$ cat src/rtl/fifo_rr_arbiter.sv
// fifo_rr_arbiter: round-robin drain of N FWFT FIFOs into one registered valid/ready stream tagged with source index
module fifo_rr_arbiter #(
  parameter int N_IN = 4,
  parameter int WIDTH = 32,
  parameter int MAX_BURST = 1,
  localparam int IDX_W = $clog2(N_IN),
  localparam int BW = $clog2(MAX_BURST + 1)
) (
  input  logic                  clk,
  input  logic                  srst,
  input  logic [N_IN-1:0]       in_empty,
  input  logic [N_IN*WIDTH-1:0] in_data,
  output logic [N_IN-1:0]       in_rd_en,
  output logic                  out_valid,
  input  logic                  out_ready,
  output logic [WIDTH-1:0]      out_data,
  output logic [IDX_W-1:0]      out_src
);
  logic [IDX_W-1:0] last_grant, rot, idx, g;
  logic [BW-1:0] burst_cnt;
  logic [WIDTH-1:0] g_data;
  logic load, any, hold, grant;
  // Grant selection: keep the burst source or rotate to the next non-empty index; pop only when the register can take the word
  always_comb begin
    rot = last_grant;
    idx = last_grant;
    for (int k = N_IN; k >= 1; k--) begin
      idx = IDX_W'((int'(last_grant) + k) % N_IN);
      rot = !in_empty[idx] ? idx : rot;
    end
    hold = !in_empty[last_grant] && burst_cnt < BW'(MAX_BURST - 1);
    g = hold ? last_grant : rot;
    load = !out_valid | out_ready;
    any = ~&in_empty;
    grant = load & any & !srst;
    in_rd_en = grant ? N_IN'(1) << g : '0;
    g_data = '0;
    for (int i = 0; i < N_IN; i++)
      g_data = (g == IDX_W'(i)) ? in_data[i*WIDTH +: WIDTH] : g_data;
  end
  // Output register and arbitration state; refilled whenever it is empty or being drained
  always_ff @(posedge clk) begin
    if (srst) begin
      out_valid <= 1'b0;
      out_data <= '0;
      out_src <= '0;
      last_grant <= IDX_W'(N_IN - 1);
      burst_cnt <= '0;
    end else if (load) begin
      out_valid <= any;
      if (any) begin
        out_data <= g_data;
        out_src <= g;
        last_grant <= g;
        burst_cnt <= hold ? burst_cnt + 1'b1 : '0;
      end
    end
  end
endmodule

$ cat config.mk
export PLATFORM = sky130hd
export DESIGN_NAME = fifo_rr_arbiter
export DESIGN_NICKNAME = d
export VERILOG_FILES = /design/src/rtl/fifo_rr_arbiter.sv
export SDC_FILE = /design/constraint.sdc
export NUM_CORES = 1
export LEC_CHECK = 0
export BUFFER_PORTS_ARGS = -buffer_cell sky130_fd_sc_hd__buf_2
export CAP_MARGIN = 20
export CORE_ASPECT_RATIO = 0.9
export CORE_UTILIZATION = 44
export DETAILED_ROUTE_END_ITERATION = 10
export PLACE_DENSITY = 0.91
export SETUP_SLACK_MARGIN = 0.05
export SLEW_MARGIN = 25
export SYNTH_ARGS = -nofsm -noshare
export SYNTH_HDL_FRONTEND = slang
export SYNTH_SLANG_ARGS = --single-unit
$ cat constraint.sdc
create_clock -name clk -period 3.7 [get_ports clk]
set_input_delay 0.185 -clock clk [delete_from_list [all_inputs] [get_ports clk]]
set_output_delay 0.185 -clock clk [all_outputs]
set_load 0.02 [all_outputs]
## Word-level counts from Yosys, hierarchy flattened

Cells that the tools add are included.

- Word-level logic and storage cells: 53
- Input bits: 135
- Register bits after elaboration: 38

- $add $sub $neg: 5
- Reductions and logical operators: 8
- Shift operators: 1
- $lt $le $gt $ge: 6
- Equal/unequal tests: 3
- Bitwise logic cells: 4
- Multiplexer cells: 21

Operators with widths:

| operator | count |
|---|---|
| 32-bit two-way mux | 4 |
| 2-bit by 3-bit less-than comparator with 1-bit output, second input constant | 5 |
| 1-bit binary-select mux with 2-bit select | 5 |
| 2-bit two-way mux | 5 |
| 1-bit two-way mux | 6 |
| 2-bit by 1-bit adder with 2-bit output, second input constant | 2 |
| 2-bit adder, second input constant | 2 |
| 2-bit == test, second input constant | 2 |
| 1-bit zero test | 4 |
| 4-bit two-way mux | 1 |
| 4-bit AND reduction | 1 |
| 1-bit by 2-bit left shift with 4-bit output, first input constant | 1 |
| 1-bit bitwise AND | 2 |
| 2-bit by 1-bit == test with 1-bit output, second input constant | 1 |
| 2-bit zero test | 1 |
| 2-bit AND reduction | 1 |
| 1-bit adder, second input constant | 1 |
| 1-bit logical AND | 1 |
| 1-bit less-than comparator, second input constant | 1 |
| 1-bit NOT | 1 |
| 1-bit OR | 1 |

## Logic depth before layout (Yosys ltp)

- Word-level depth: 13
- Mapped depth: 7
- Gate-level depth less buffers: 5

## Least setup slack after synthesis

No wires, ideal clock.

- Path type: register -> output
- Start point: register last_grant[1]
- End point: output port in_rd_en[0]
- Arrival time: 1.812 ns
- Buffers on the path: 2
- Cell stages (with the launch flop): 6
- Setup slack: 1.703 ns
- Cells stage by stage: dfxtp_1 -> buf_2 -> or3b_4 -> a32o_1 -> clkbuf_1 -> nor3_1

- Word-level cells in the longest chain between the ends: 10
- Elaborated cells on any way between the ends: 23
- Classes of those cells: add/sub (4); shift (1); mux (16); reduce/logical (2)

RTL lines:

| element | RTL line | text |
|---|---|---|
| start: declaration | 19 | `logic [IDX_W-1:0] last_grant, rot, idx, g;` |
| start signal: assignment | 47 | `last_grant <= IDX_W'(N_IN - 1);` |
| start signal: assignment | 54 | `last_grant <= g;` |
| 2-bit by 1-bit adder with 2-bit output | 28 | `idx = IDX_W'((int'(last_grant) + k) % N_IN);` |
| 1-bit binary-select mux with 2-bit select | 29 | `rot = !in_empty[idx] ? idx : rot;` |
| 1-bit two-way mux (implied by the code) | 29 |  |
| 2-bit two-way mux (4 in a row) | 29 |  |
| 2-bit two-way mux * | 32 | `g = hold ? last_grant : rot;` |
| 1-bit by 2-bit left shift with 4-bit output * | 36 | `in_rd_en = grant ? N_IN'(1) << g : '0;` |
| 4-bit two-way mux * | 36 |  |
| end: declaration | 13 | `output logic [N_IN-1:0] in_rd_en,` |

Every way passes the cells marked *; elsewhere a longest branch is shown, timed or not. The select of a mux whose other input is x is not followed.

## Final worst setup path

- Start point: register last_grant[0]
- End point: output port in_rd_en[1]

The elaborated chain is that of the path after synthesis.

==> summary.txt <==
Timing
  – Hold Violations, Final: 0
  – Setup repair after global routing missed its margin: no
  – Slew @ Worst Pin: 1.027 ns
  – Clk_skew: 0.005732 ns
  – Final-report max-slew violation count: 0
  – Fin Setup TNS: 0 ns
  – Final min period: 2.837 ns
  – Final worst path period share: 0.7668
  – Top achievable clock speed: between 300 and 400 MHz
  – Endpoints failing setup: 0
  – Max-slew headroom: 0.3154

Routing
  – Antenna Nets Post-Route: 0
  – WL/cell: 15.16 um
  – Pre-antenna DRT Iters: 7
  – Via/cell ratio: roughly 5.6
  – Via count: 2898
  – DRC: 0
  – Iteration-0 DRC Markers: 178
  – Routed wire length: 7.809 mm

Placement
  – GPL Wtd Cong: 0.8372
  – Post-DP HPWL: 5.721 mm
  – IO buf count: 173
  – Placed cells: just over 500

CTS
  – Post-CTS Setup Bufs: 0
  – # hold bufs at CTS: 0
  – CTS clock-pin slew for the worst setup and hold paths: ~0.07 ns
  – Root Buffer: clkbuf_8
  – H-tree Lvls: 2
  – CTS tree: yes
  – Clock Latency Late Sink: 0.28 ns
  – TritonCTS Sinks: 37
  – Total CTS buffers: 5
  – Post-cts sizing count: 0
  – Clk buf depth: 2

Final layout
  – Finished Layout Cells: around 500
  – Share of layout cells above drive strength 1: 0.4378
  – # fillers: 465
  – Multi-input logic area: roughly 1400 um2
  – Post-synthesis to final-layout area growth: 40.57%
  – Nets: 584
  – Sequential Area: 740.7 um2
  – # diodes: 0

Pwr
  – Reg power frac: 0.368
  – Power Density: 409.3 nW/um2
  – Sw frac: 0.3689
  – Clock power share: 0.234
  – Psw: 0.0004902 W
  – Pleak: 1.571 nW
  – Max IR drop VDD: 0.0002819 V
  – Pwr Total: 0.001329 W
  – Logic pwr share: 0.398
  – Internal power: roughly 0.00084 W

Min path
  – Hold Path Depth: 3
  – Hold path startpoint: in_data[59]
  – WHS Endpoint: out_data[27]
  – Hold WC Path Type: primary input to flip-flop

Synth
  – Post-Synth XOR/XNOR Area: 0
  – Yosys warns: 0
  – Synth top cells by count: 49 x nor2_1, 37 x dfxtp_1, 34 x nand2_1
  – Main combinational cell family by area after synthesis: simple AND/OR/NAND/NOR gates
  – Top-area cell type share of the netlist area: 0.3207
  – Dominant cell type by area after synthesis: dfxtp_1
  – Syn avg cell area: 7.803 um2
  – Syn Inst Count: 296
  – Top_reg_cell synth: dfxtp_1
  – Adder-cell share of the synthesized area: 0
  – Post-synth EDFFs: 0
  – Synth Area in Compound Gates: 0.2665
  – Synth Area in Simple Gates: 0.2730
  – Yosys reg bits: 37
  – Synthesized cell area: approximately 2300 um2
  – Most common cell in the netlist: nor2_1
  – Multiplexer share of the synthesized area: 0.07313
  – Asr flop ratio synth: 0
  – Syn_nets: 431
  – Sequential element share of the synthesized area: 0.3207
  – Library cells used by synthesis: 37
  – Largest cells by area after synthesis: dfxtp_1 32%, nor2_1 8.0%, nand3_1 6.7%

Floorplanning
  – Die W: 78.37 um
  – CORE AREA: 4955 um2
  – IO Count: 174
  – Rows: 24
  – Chip height: 70.74 um
  – Initial Util: 0.4662
  – Die ar.: 5544 um2

Global routing
  – GRT Total Usage: 0.2788
  – First-pass GRT wire length: 12.35 mm
  – Vias in the first global route: 2850
  – Initial antenna violation count: 0
  – Largest net degree at the start of global routing: 43
  – Total gr overflow: 0

Setup path
  – CP Data Arrival Time: 2.65 ns
  – R2R Setup Slk: 0.97 ns
  – Crit-path cells: nor2_1, or3b_4, a32oi_4, buf_4, nor3_1, buf_2
  – CP Capture Type: output pin
  – Cell family with most CP delay: simple AND/OR/NAND/NOR gates
  – Critical path startpoint category: flip-flop
  – CP max FO: 18
  – R2r worst-path depth: 6
  – WS Path Type: flip-flop to output pin
  – CP max stage cell: dfxtp_1
  – Buf+Inv Stages, Crit Path: 2
  – CP required: roughly 3.5 ns
  – Stages on worst setup path: 6
  – Critical R2R Launch: last_grant[0]
  – Slowest cell delay on critical path: 0.56 ns
  – RR Endpoint: out_data[7]

Status
  – Run status: finished clean

Job
  – Max-capacitance violation count: 0
[cells in the final DEF (no fill, tap or decap), drive strengths merged, types with 2 or more instances in the layout]
master	n
buf	175
nor2	49
dfxtp	37
nand2	34
nand3	31
o31ai	18
a221oi	15
a311oi	15
o22ai	13
mux2	13
and3	10
clkbuf	7
nand3b	6
nor3	3
nand2b	3
o21ai	3
o21a	2
a21oi	2
[sequential cells by signal (all words and copies together) (netlist names)]
| name | cells |
|---|---|
| last_grant | 2 |
| out_data | 32 |
| out_src | 2 |
| out_valid | 1 |
[metrics by stage]
| step | instance area (um2) | worst slack, ns | hold slack (ns) | utilization |
|---|---|---|---|---|
| 2_1_floorplan | 2310 | 1.703 | 0.3554 | - |
| 3_3_place_gp | 3131 | 1.162 | 0.4296 | 0.6318 |
| 3_5_place_dp | 3137 | 1.038 | 0.4338 | 0.6331 |
| 4_1_cts | 3238 | 0.9076 | 0.1638 | 0.6535 |
| 5_1_grt | 3247 | 0.7191 | 0.1742 | 0.6553 |
| 6_report | 3247 | 0.8629 | 0.1741 | 0.6553 |
[cells by family (layout without fill, tap and decap cells)]
logic type,Yosys count,count (layout)
AND/OR/NAND/NOR,138,138
flip-flops,37,37
multiplexers,14,14
buffers and inverters,30,184
AO/OA/AOI/OAI,77,77
[worst max-delay path by stage]
stage | slack (ns) | start | endpoint
floorplan | 1.70 | last_grant[1] | in_rd_en[0]
global placement | 1.16 | last_grant[0] | out_data[7]
detailed placement | 1.04 | last_grant[0] | out_data[5]
CTS | 0.91 | last_grant[0] | in_rd_en[1]
global route | 0.72 | last_grant[0] | in_rd_en[1]
finish | 0.86 | last_grant[0] | in_rd_en[1]
[power groups by stage]
stage | combinational, W | sequential [W] | clock (W)
global route | 0.000574 | 0.000496 | 0.000332
detailed placement | 0.000523 | 0.000498 | 0
floorplan | 0.000293 | 0.000557 | 0
finish | 0.000529 | 0.000490 | 0.000310
global placement | 0.000509 | 0.000496 | 0
CTS | 0.000525 | 0.000489 | 0.000318
[worst min-delay path: cells and delay by family]
kind | cells | cell delay (ns)
AO/OA/AOI/OAI | 1 | 0.07
AND/OR/NAND/NOR | 1 | 0.05
buffers and inverters | 1 | 0.10
[area by class of cell]
class                           instances  area share
Timing Repair Buffer                  175      0.2713
Clock inverter                          1    0.001541
Sequential cell                        37      0.2281
Clock buffer                            7     0.02967
Multi-Input combinational cell        229      0.4432
Tap cell                               65     0.02505
Inverter                                1    0.001156
[metal layers]
metal  global-route usage  vias to the layer above  wire [um]
li1                     -                     1418          -
met1               0.3172                     1356       3311
met2               0.5068                      106       4011
met3              0.05032                       18        340
met4               0.1255                        0        146
met5                    0                        -          0
No activity file was read; power rests on OpenSTA's default activity.
